$ cat config.mk
export PLATFORM = sky130hd
export DESIGN_NAME = qspi_mem_responder
export DESIGN_NICKNAME = d
export VERILOG_FILES = /design/src/rtl/qspi_resp_pkg.sv /design/src/rtl/qspi_resp_sync.sv /design/src/rtl/qspi_mem_responder.sv
export SDC_FILE = /design/constraint.sdc
export NUM_CORES = 1
export LEC_CHECK = 0
export CAP_MARGIN = 25
export CORE_MARGIN = 3
export CORE_UTILIZATION = 59
export CTS_CLUSTER_SIZE = 14
export DETAILED_ROUTE_END_ITERATION = 12
export HOLD_SLACK_MARGIN = 0.06
export MAX_ROUTING_LAYER = met4
export PLACE_DENSITY = 0.88
export SLEW_MARGIN = 20
export SYNTH_ARGS = -nofsm -noshare
export SYNTH_HDL_FRONTEND = slang
export SYNTH_HIERARCHICAL = 1
export SYNTH_SLANG_ARGS = --single-unit
$ cat constraint.sdc
create_clock -name clk_i -period 4.41 [get_ports clk_i]
set_input_delay 0.882 -clock clk_i [delete_from_list [all_inputs] [get_ports clk_i]]
set_output_delay 0.882 -clock clk_i [all_outputs]
set_load 0.05 [all_outputs]
$ cat src/rtl/qspi_resp_pkg.sv
// rtl/qspi_resp_pkg.sv - shared types and constants for the QSPI memory responder
package qspi_resp_pkg;

    typedef enum logic [2:0] {
        S_IDLE,
        S_CMD,
        S_ADDR,
        S_DUMMY,
        S_RDATA,
        S_WDATA,
        S_IGNORE
    } state_e;

    localparam int CMD_NIB = 2;
    localparam int ADR_NIB = 6;

    localparam logic [7:0] DEF_CMD_RD = 8'hEB;
    localparam logic [7:0] DEF_CMD_WR = 8'h38;

    function automatic logic [23:0] shift_nib(input logic [23:0] v, input logic [3:0] n);
        return {v[19:0], n};
    endfunction

endpackage

$ cat src/rtl/qspi_resp_sync.sv
// rtl/qspi_resp_sync.sv - input synchronizers and edge pulses for cs_n and sck
module qspi_resp_sync (
    input  logic       clk_i,
    input  logic       rst_i,
    input  logic       cs_n_i,
    input  logic       sck_i,
    input  logic [3:0] sd_i,
    output logic [3:0] sd_o,
    output logic       sck_rise_o,
    output logic       sck_fall_o,
    output logic       cs_rise_o,
    output logic       cs_fall_o
);

    logic       cs_meta_q, cs_sync_q, cs_dly_q;
    logic       sck_meta_q, sck_sync_q, sck_dly_q;
    logic [3:0] sd_meta_q, sd_sync_q;

    // sd shares the sck pipeline depth so data is aligned with the detected edge
    always_ff @(posedge clk_i or posedge rst_i) begin
        if (rst_i) begin
            cs_meta_q  <= 1'b1;
            cs_sync_q  <= 1'b1;
            cs_dly_q   <= 1'b1;
            sck_meta_q <= 1'b0;
            sck_sync_q <= 1'b0;
            sck_dly_q  <= 1'b0;
            sd_meta_q  <= 4'h0;
            sd_sync_q  <= 4'h0;
        end else begin
            cs_meta_q  <= cs_n_i;
            cs_sync_q  <= cs_meta_q;
            cs_dly_q   <= cs_sync_q;
            sck_meta_q <= sck_i;
            sck_sync_q <= sck_meta_q;
            sck_dly_q  <= sck_sync_q;
            sd_meta_q  <= sd_i;
            sd_sync_q  <= sd_meta_q;
        end
    end

    assign sd_o       = sd_sync_q;
    assign sck_rise_o = sck_sync_q & ~sck_dly_q;
    assign sck_fall_o = ~sck_sync_q & sck_dly_q;
    assign cs_rise_o  = cs_sync_q & ~cs_dly_q;
    assign cs_fall_o  = ~cs_sync_q & cs_dly_q;

endmodule

$ cat src/rtl/qspi_mem_responder.sv
// rtl/qspi_mem_responder.sv - quad-SPI device responder mapped onto a byte-wide memory port
module qspi_mem_responder
    import qspi_resp_pkg::*;
#(
    parameter int         ADRW   = 16,
    parameter int         DUMMY  = 6,
    parameter logic [7:0] CMD_RD = DEF_CMD_RD,
    parameter logic [7:0] CMD_WR = DEF_CMD_WR
) (
    input  logic            clk_i,
    input  logic            rst_i,
    input  logic            qspi_cs_in,
    input  logic            qspi_sck_i,
    input  logic [3:0]      qspi_sd_i,
    output logic [3:0]      qspi_sd_o,
    output logic [3:0]      qspi_sd_oen_o,
    output logic            mem_req_o,
    output logic            mem_we_o,
    output logic [ADRW-1:0] mem_adr_o,
    output logic [7:0]      mem_wdat_o,
    input  logic [7:0]      mem_rdat_i,
    input  logic            mem_ack_i,
    output logic            busy_o,
    output logic            cmd_err_o
);

    localparam logic [7:0] CMD_LAST = 8'(CMD_NIB - 1);
    localparam logic [7:0] ADR_LAST = 8'(ADR_NIB - 1);
    localparam logic [7:0] DUM_CNT  = 8'(DUMMY);

    logic [3:0] sd_s;
    logic       sck_rise, sck_fall, cs_rise, cs_fall;
    logic       rise, fall, req_free;
    logic [7:0] wbyte;
    logic [ADRW-1:0] adr_inc;

    state_e          state_q, state_d;
    logic [7:0]      cnt_q, cnt_d;
    logic [23:0]     shift_q, shift_d;
    logic            rd_q, rd_d, phase_q, phase_d;
    logic [3:0]      whi_q, whi_d, sd_q, sd_d;
    logic            oen_q, oen_d, err_q, err_d;
    logic [ADRW-1:0] adr_q, adr_d, madr_q, madr_d, pend_adr_q, pend_adr_d;
    logic [7:0]      cur_q, cur_d, nxt_q, nxt_d, wdat_q, wdat_d, pend_dat_q, pend_dat_d;
    logic            req_q, req_d, we_q, we_d, pend_q, pend_d;

    qspi_resp_sync u_sync (
        .clk_i      (clk_i),
        .rst_i      (rst_i),
        .cs_n_i     (qspi_cs_in),
        .sck_i      (qspi_sck_i),
        .sd_i       (qspi_sd_i),
        .sd_o       (sd_s),
        .sck_rise_o (sck_rise),
        .sck_fall_o (sck_fall),
        .cs_rise_o  (cs_rise),
        .cs_fall_o  (cs_fall)
    );

    // cs deassertion masks any sck edge detected in the same cycle
    assign rise     = sck_rise & ~cs_rise;
    assign fall     = sck_fall & ~cs_rise;
    assign req_free = ~req_q & ~pend_q;
    assign adr_inc  = adr_q + ADRW'(1);
    assign wbyte    = {whi_q, sd_s};

    always_comb begin
        state_d    = state_q;
        cnt_d      = cnt_q;
        shift_d    = shift_q;
        rd_d       = rd_q;
        phase_d    = phase_q;
        whi_d      = whi_q;
        sd_d       = sd_q;
        oen_d      = oen_q;
        err_d      = 1'b0;
        adr_d      = adr_q;
        cur_d      = cur_q;
        nxt_d      = nxt_q;
        req_d      = req_q;
        we_d       = we_q;
        madr_d     = madr_q;
        wdat_d     = wdat_q;
        pend_d     = pend_q;
        pend_adr_d = pend_adr_q;
        pend_dat_d = pend_dat_q;

        if (req_q && mem_ack_i) begin
            req_d = 1'b0;
            if (!we_q && (state_q == S_DUMMY || state_q == S_RDATA)) begin
                nxt_d = mem_rdat_i;
            end
        end
        if (!req_q && pend_q) begin
            req_d  = 1'b1;
            we_d   = 1'b1;
            madr_d = pend_adr_q;
            wdat_d = pend_dat_q;
            pend_d = 1'b0;
        end

        if (cs_rise) begin
            state_d = S_IDLE;
            oen_d   = 1'b1;
        end else begin
            case (state_q)
                S_IDLE: begin
                    if (cs_fall) begin
                        state_d = S_CMD;
                        cnt_d   = 8'd0;
                        phase_d = 1'b0;
                    end
                end
                S_CMD: begin
                    if (rise) begin
                        shift_d = shift_nib(shift_q, sd_s);
                        cnt_d   = cnt_q + 8'd1;
                        if (cnt_q == CMD_LAST) begin
                            cnt_d = 8'd0;
                            if (shift_d[7:0] == CMD_RD) begin
                                rd_d    = 1'b1;
                                state_d = S_ADDR;
                            end else if (shift_d[7:0] == CMD_WR) begin
                                rd_d    = 1'b0;
                                state_d = S_ADDR;
                            end else begin
                                err_d   = 1'b1;
                                state_d = S_IGNORE;
                            end
                        end
                    end
                end
                S_ADDR: begin
                    if (rise) begin
                        shift_d = shift_nib(shift_q, sd_s);
                        cnt_d   = cnt_q + 8'd1;
                        if (cnt_q == ADR_LAST) begin
                            cnt_d   = 8'd0;
                            adr_d   = shift_d[ADRW-1:0];
                            phase_d = 1'b0;
                            if (rd_q) begin
                                state_d = S_DUMMY;
                                if (req_free) begin
                                    req_d  = 1'b1;
                                    we_d   = 1'b0;
                                    madr_d = shift_d[ADRW-1:0];
                                end
                            end else begin
                                state_d = S_WDATA;
                            end
                        end
                    end
                end
                // Each high-nibble fall moves the buffered byte out and refills the
                // buffer straight away, giving memory two SCK periods to answer.
                S_DUMMY, S_RDATA: begin
                    if (state_q == S_DUMMY && rise) begin
                        cnt_d = cnt_q + 8'd1;
                    end else if (fall && (state_q == S_RDATA || cnt_q == DUM_CNT)) begin
                        state_d = S_RDATA;
                        oen_d   = 1'b0;
                        if (state_q == S_RDATA && phase_q) begin
                            sd_d    = cur_q[3:0];
                            adr_d   = adr_inc;
                            phase_d = 1'b0;
                        end else begin
                            sd_d    = nxt_q[7:4];
                            cur_d   = nxt_q;
                            phase_d = 1'b1;
                            if (req_free) begin
                                req_d  = 1'b1;
                                we_d   = 1'b0;
                                madr_d = adr_inc;
                            end
                        end
                    end
                end
                S_WDATA: begin
                    if (rise) begin
                        if (!phase_q) begin
                            whi_d   = sd_s;
                            phase_d = 1'b1;
                        end else begin
                            phase_d = 1'b0;
                            adr_d   = adr_inc;
                            if (!req_q && !pend_q) begin
                                req_d  = 1'b1;
                                we_d   = 1'b1;
                                madr_d = adr_q;
                                wdat_d = wbyte;
                            end else begin
                                pend_d     = 1'b1;
                                pend_adr_d = adr_q;
                                pend_dat_d = wbyte;
                            end
                        end
                    end
                end
                S_IGNORE: ;
                default: state_d = S_IDLE;
            endcase
        end
    end

    always_ff @(posedge clk_i or posedge rst_i) begin
        if (rst_i) begin
            state_q    <= S_IDLE;
            cnt_q      <= 8'd0;
            shift_q    <= 24'd0;
            rd_q       <= 1'b0;
            phase_q    <= 1'b0;
            whi_q      <= 4'h0;
            sd_q       <= 4'h0;
            oen_q      <= 1'b1;
            err_q      <= 1'b0;
            adr_q      <= '0;
            cur_q      <= 8'h00;
            nxt_q      <= 8'h00;
            req_q      <= 1'b0;
            we_q       <= 1'b0;
            madr_q     <= '0;
            wdat_q     <= 8'h00;
            pend_q     <= 1'b0;
            pend_adr_q <= '0;
            pend_dat_q <= 8'h00;
        end else begin
            state_q    <= state_d;
            cnt_q      <= cnt_d;
            shift_q    <= shift_d;
            rd_q       <= rd_d;
            phase_q    <= phase_d;
            whi_q      <= whi_d;
            sd_q       <= sd_d;
            oen_q      <= oen_d;
            err_q      <= err_d;
            adr_q      <= adr_d;
            cur_q      <= cur_d;
            nxt_q      <= nxt_d;
            req_q      <= req_d;
            we_q       <= we_d;
            madr_q     <= madr_d;
            wdat_q     <= wdat_d;
            pend_q     <= pend_d;
            pend_adr_q <= pend_adr_d;
            pend_dat_q <= pend_dat_d;
        end
    end

    assign qspi_sd_o     = sd_q;
    assign qspi_sd_oen_o = {4{oen_q}};
    assign mem_req_o     = req_q;
    assign mem_we_o      = we_q;
    assign mem_adr_o     = madr_q;
    assign mem_wdat_o    = wdat_q;
    assign busy_o        = (state_q != S_IDLE);
    assign cmd_err_o     = err_q;

endmodule

==> metrics.md, run 1 <==
| Metric | Value |
|---|---|
| # fillers | 801 |
| 1st-iter DRT viols | 563 |
| Achievable Freq | 0.303 GHz |
| Most common cell after layout, fill and taps aside | dfrtp_1 |
| H-tree Lvls | 4 |
| Cell area after synthesis | 0.00692 mm² |
| Slew @ Worst Pin | 1.05 ns |
| Design area | 0.00805 mm² |
| Post-synth top flop | dfrtp_1 |
| Chip height | 114 µm |
| Clk sinks | 128 |
| Leak | 3.53 nW |
| Hold-fix buffers, CTS | 0 |
| Largest stage delay, worst path | 0.80 ns |
| Antenna Nets Post-Route | 0 |
| Final Util | 72.3% |
| Depth of the worst register-to-register path | 6 |
| Worst IR drop on VDD | 0.556 mV |
| Slew Limit Headroom | 30.1% |
| Core Area | 0.0111 mm² |
| Gr usage total | 29.0% |
| Pwr per Cell Area | 679 mW/mm² |
| Die area | 0.0131 mm² |
| Hold Path Class | reg -> reg |
| Yosys reg bits | 128 |
| R2r startpoint | state_q[2]$_DFFE_PP0P_ |
| Clock transition at path regs | 0.06 ns |
| Via count | 5620 |
| Crit-path cells | inv_1 > nand2_1 > clkdlybuf4s50_1 |
| Initial Util | 62.2% |
| Vias in the first global route | 5569 |
| GP Congestion | 0.959 |
| Tcrit/Tclk final | 74.9% |
| DRT Pass-1 Iters | 5 |
| Drt wl/cell | 20.4 µm |
| Yosys top cell by area | dfrtp_1 |
| Post-synth EDFFs | 0 |
| Layout cells sized above 1 | 18.2% |
| Area contributors post-synth | dfrtp_1, mux2_2, mux2i_1, nor2_1, o21ai_0 |
| Async S/R FF share, synth | 100% |
| Hold path depth | 0 |
| Worst path bufs/invs | 2 |
| Slew Viols, Final | 0 |
| Post-CTS setup buffers | 0 |
| YS warnings | 6 |
| CTS root buf | clkbuf_16 |
| Layout area overhead | 16.3% |
| Syn avg cell area | 10.2 µm² |
| Fin worst setup slack | 1.11 ns |
| CTS tree | yes |
| Share of the synthesized area in the top cell type | 44.9% |
| Gate Count Post-Synth | 680 |
| Hold wc startpoint | u_sync/sd_meta_q[1]$_DFF_PP0_ |
| Min cycle time layout | 3.30 ns |
| CP arrival | 2.42 ns |
| Routed wire length | 17500 µm |
| Syn_nets | 701 |
| Final cell count without fillers | 859 |
| Largest fanout on the critical path | 22 |
| Nets | 727 |
| Clock insertion delay at the later pin of the skew report | 0.42 ns |
| DP Cell Count | 826 |
| CP Class | reg -> out |
| Total grt overflow | 0 |
| Num ports | 53 |
| Hold Vio Cnt, Final | 0 |
| Post-synthesis cell type count | 75 |
| Cell type group with the largest total delay on the critical path | buffers and inverters |
| Most frequent cells in the layout | dfrtp_1, mux2_2, nor2_1 |
| Final setup violation count | 0 |
| Max Buffers Root-to-Sink | 2 |
| Slowest stage cell on the critical path | clkdlybuf4s50_1 |
| Antenna diode count | 0 |
| First-pass GRT wire length | 28600 µm |
| Chip width | 114 µm |
| CTS Buf Count | 17 |
| IO buf count | 52 |
| DR DRC count | 0 |
| Max Cap Viol | 0 |
| Gates resized, CTS repair | 0 |
| Post-Route Setup TNS | 0 ns |
| Post-placement cell area | 0.00743 mm² |
| Post-route clock skew | 0.00964 ns |
| Worst setup SP type | flop |
| Slack of the worst reg-to-reg path | 1.17 ns |
| Seq/Total Area, Yosys | 46.4% |
| Pre-CTS setup slack | 1.30 ns |
| RSZ-0062 raised after global routing | no |
| Crit. End Element | output pin |
| Hpwl dp | 11400 µm |
| Worst R2R End | adr_q[9]$_DFFE_PP0P_ |
| Row count | 38 |
| Initial antenna violation count | 0 |
| Worst hold endpoint | u_sync/sd_o[1]$_DFF_PP0_ |
| Largest net degree at the start of global routing | 72 |
| Vias/cell | 6.54 |
| Critical Path RT | 3.53 ns |
| Status | finished, final reports clean |
## synthesized netlist by cell type, types with 7 or more instances
| cell type | n |
|---|---|
| nand2b_1 | 7 |
| nand2_1 | 54 |
| nand4_1 | 7 |
| clkbuf_1 | 21 |
| dfrtp_1 | 124 |
| nand3_1 | 19 |
| xor2_1 | 10 |
| xnor2_1 | 8 |
| mux2i_1 | 27 |
| o21ai_0 | 43 |
| nor3_1 | 16 |
| a221oi_1 | 14 |
| a31oi_1 | 7 |
| nor2_1 | 58 |
| inv_1 | 9 |
| mux2_2 | 61 |
| o21a_1 | 9 |
| a21oi_1 | 31 |
| buf_2 | 18 |
## how the worst max path moves through the flow
stage / startpoint / to / cells after the start / slack [ns]
after floorplan: rst_i / adr_q[0]$_DFFE_PP0P_ / 1 / 0.51
after global placement: state_q[2]$_DFFE_PP0P_ / adr_q[9]$_DFFE_PP0P_ / 6 / 1.40
after detailed placement: state_q[1]$_DFFE_PP0P_ / adr_q[0]$_DFFE_PP0P_ / 7 / 1.30
after CTS: state_q[1]$_DFFE_PP0P_ / busy_o / 3 / 1.12
after global routing: state_q[1]$_DFFE_PP0P_ / busy_o / 3 / 1.04
final: state_q[1]$_DFFE_PP0P_ / busy_o / 3 / 1.11
## metrics by stage
stage                     hold WS (ns)  power (mW)
after floorplan                  0.331        3.38
after global placement           0.332        3.92
after detailed placement         0.339        4.00
after CTS                        0.352        5.44
after global routing             0.364        5.74
final                            0.351        5.47
## power breakdown
group	switching (mW)	leakage [nW]	internal [mW]
sequential	0.423	1.66	1.50
clock	0.550	0.292	0.873
combinational	1.30	1.58	0.820
total	2.27	3.53	3.19
## area by class of cell
class	instances	area [µm²]	area share, %
Clock buffer	19	453	5.63
Timing Repair Buffer	61	608	7.56
Inverter	9	36.3	0.451
Sequential cell	128	3210	39.9
Tap cell	140	175	2.18
Multi-Input combinational cell	489	3410	42.4
Clock inverter	13	150	1.87
## cells by family after synthesis
| group | Yosys count | synth area share (%) |
|---|---|---|
| and+or+nand+nor | 213 | 15.8 |
| buffers and inverters | 63 | 4.43 |
| adders and majority gates | 5 | 0.868 |
| AOI/OAI and AO/OA | 162 | 15.9 |
| muxes | 91 | 14.3 |
| xor gates and xnor gates | 18 | 2.28 |
| DFF | 128 | 46.4 |
## sequential cells by signal, summed over array words and instances, names as in the netlist, 3 cells and up
register          count
adr_q                16
mem_adr_o            16
pend_adr_q           16
shift_q              12
cnt_q                 8
mem_wdat_o            8
nxt_q                 8
pend_dat_q            8
cur_q                 4
qspi_sd_o             4
u_sync/sd_meta_q      4
u_sync/sd_o           4
whi_q                 4
state_q               3
## worst reg2reg max path: stages (launching register included)
cell	delay (ns)
dfrtp_1	0.76
or3b_1	0.53
a21oi_1	0.08
a21o_1	0.20
or4b_1	0.90
inv_1	0.47
a22oi_1	0.16
## per-layer routing
layer | GRT usage [%] | share of wire, %
met4 | 10.6 | 2.7
met3 | 7.45 | 8.3
met2 | 44.5 | 47
met5 | - | 0
met1 | 37.4 | 42
Note: power is estimated with default switching activity, not from simulation.
==> run 2: changes to the inputs <==
- clock period: 4.41 -> 3.2 ns (I/O delays scaled with it)
==> run 2 against run 1 <==
- setup slack got worse by 0.78 ns
- clock power rose by 23%
- core utilization rose by 0.30 points
- design area rose by 0.42%
- non-clock buffer count rose by 14
==> metrics.md, run 2 (synthesis results as in run 1) <==
| Metric | Value |
|---|---|
| CTS tree | yes |
| Vias/cell | 6.51 (-0.47%) |
| Slew @ Worst Pin | 0.938 ns (-0.107 ns) |
| Core Area | 0.0111 mm² (unchanged) |
| CP arrival | 2.24 ns (-0.18 ns) |
| Max Cap Viol | 0 (unchanged) |
| Clk sinks | 128 (unchanged) |
| # fillers | 801 (unchanged) |
| Antenna Nets Post-Route | 0 (unchanged) |
| Slew Viols, Final | 0 (unchanged) |
| Pwr per Cell Area | 911 mW/mm² (+34%) |
| Crit. End Element | output pin |
| Antenna diode count | 0 (unchanged) |
| Max Buffers Root-to-Sink | 2 (unchanged) |
| First-pass GRT wire length | 29100 µm (+1.6%) |
| Final Util | 72.6% (+0.30 points) |
| Status | finished, final reports clean |
| Gates resized, CTS repair | 0 (unchanged) |
| Drt wl/cell | 20.5 µm (+0.31%) |
| Largest fanout on the critical path | 14 (-36%) |
| Final setup violation count | 0 (unchanged) |
| Post-route clock skew | 0.0119 ns (+0.00221 ns) |
| Nets | 741 (+1.9%) |
| Leak | 3.56 nW (+0.82%) |
| Initial Util | 62.2% (unchanged) |
| Tot Pwr | 7.36 mW (+35%) |
| Post-Route Setup TNS | 0 ns (unchanged) |
| Row count | 38 (unchanged) |
| CP Class | reg -> out |
| RSZ-0062 raised after global routing | no |
| Hold-fix buffers, CTS | 0 (unchanged) |
| Crit-path cells | buf_4 > inv_1 > nand2_1 > clkdlybuf4s50_1 |
| Slew Limit Headroom | 37.2% (+7.2 points) |
| Hpwl dp | 12100 µm (+5.9%) |
| H-tree Lvls | 4 (unchanged) |
| Die area | 0.0131 mm² (unchanged) |
| Slowest stage cell on the critical path | clkdlybuf4s50_1 |
| Layout cells sized above 1 | 19.6% (+1.4 points) |
| Routed wire length | 17900 µm (+1.9%) |
| Achievable Freq | 0.348 GHz |
| Min cycle time layout | 2.88 ns |
| Via count | 5685 (+1.2%) |
| Largest stage delay, worst path | 0.80 ns (about the same) |
| Most frequent cells in the layout | dfrtp_1, mux2_2, nor2_1 |
| 1st-iter DRT viols | 567 (+0.71%) |
| Total grt overflow | 0 (unchanged) |
| DRT Pass-1 Iters | 5 (unchanged) |
| Chip height | 114 µm (unchanged) |
| Gr usage total | 29.4% (+0.41 points) |
| Worst setup SP type | flop |
| CTS root buf | clkbuf_16 |
| Worst IR drop on VDD | 0.729 mV (+31%) |
| GP Congestion | 0.925 (-3.6%) |
| Clock transition at path regs | 0.06 ns (about the same) |
| CTS Buf Count | 17 (unchanged) |
| Hold Vio Cnt, Final | 0 (unchanged) |
| Chip width | 114 µm (unchanged) |
| DR DRC count | 0 (unchanged) |
| Clock insertion delay at the later pin of the skew report | 0.43 ns (about the same) |
| Num ports | 53 (unchanged) |
| Largest net degree at the start of global routing | 59 (-18%) |
| Layout area overhead | 16.8% |
| Vias in the first global route | 5582 (+0.23%) |
| Tcrit/Tclk final | 89.8% |
| Post-CTS setup buffers | 0 (unchanged) |
| Most common cell after layout, fill and taps aside | dfrtp_1 |
| Cell type group with the largest total delay on the critical path | buffers and inverters |
| IO buf count | 52 (unchanged) |
| Critical Path RT | 2.56 ns (-0.97 ns) |
| Hold Path Class | reg -> reg |
| Initial antenna violation count | 0 (unchanged) |
| Worst path bufs/invs | 3 (+1) |
-- run 2: per-layer routing --
metal / part of all wire (%) / vias to the layer above / global-route usage (%)
met3: 8.5 / 35 / 7.45
met4: 1.6 / 0 / 10.1
li1: - / 2565 / -
met1: 42 / 2828 / 38.6
met5: 0 / - / -
met2: 47 / 257 / 44.8
-- run 2: worst paths after layout --
path,start,to,slack (ns),cells past startpoint
worst max register to register,u_sync/cs_dly_q$_DFF_PP1_,mem_adr_o[3]$_DFF_PP0_,0.51,7
worst min register to register,u_sync/sd_meta_q[2]$_DFF_PP0_,u_sync/sd_o[2]$_DFF_PP0_,0.35,0
min in group asynchronous,rst_i,u_sync/sd_o[1]$_DFF_PP0_,0.64,2
worst min-delay path,u_sync/sd_meta_q[2]$_DFF_PP0_,u_sync/sd_o[2]$_DFF_PP0_,0.35,0
max in group asynchronous,rst_i,mem_adr_o[5]$_DFF_PP0_,1.71,3
worst max-delay path,state_q[1]$_DFFE_PP0P_,busy_o,0.32,4
-- run 2: metrics by stage --
| step | cell area (µm²) | std cells | setup slack [ns] | hold slack (ns) |
|---|---|---|---|---|
| after floorplan | 6920 | 680 | 0.731 | 0.331 |
| after global placement | 7540 | 841 | 0.652 | 0.331 |
| after detailed placement | 7540 | 841 | 0.594 | 0.337 |
| after CTS | 8080 | 873 | 0.323 | 0.351 |
| after global routing | 8080 | 873 | 0.246 | 0.354 |
| final | 8080 | 873 | 0.325 | 0.349 |
-- run 2: layout make-up --
cell class,instances,area (µm²),area share (%)
flip-flops and latches,128,3210,39.7
inverters,9,37.5,0.465
clock inverters,14,109,1.35
clock buffers,18,429,5.31
well taps,140,175,2.17
repair buffers,75,706,8.73
multi-input cells,489,3410,42.3
-- run 2: power breakdown --
group	internal, mW	switching (mW)	total (mW)	leakage, nW
sequential	2.07	0.571	2.64	1.66
clock	0.996	0.751	1.75	0.261
combinational	1.16	1.81	2.97	1.64
total	4.22	3.14	7.36	3.56
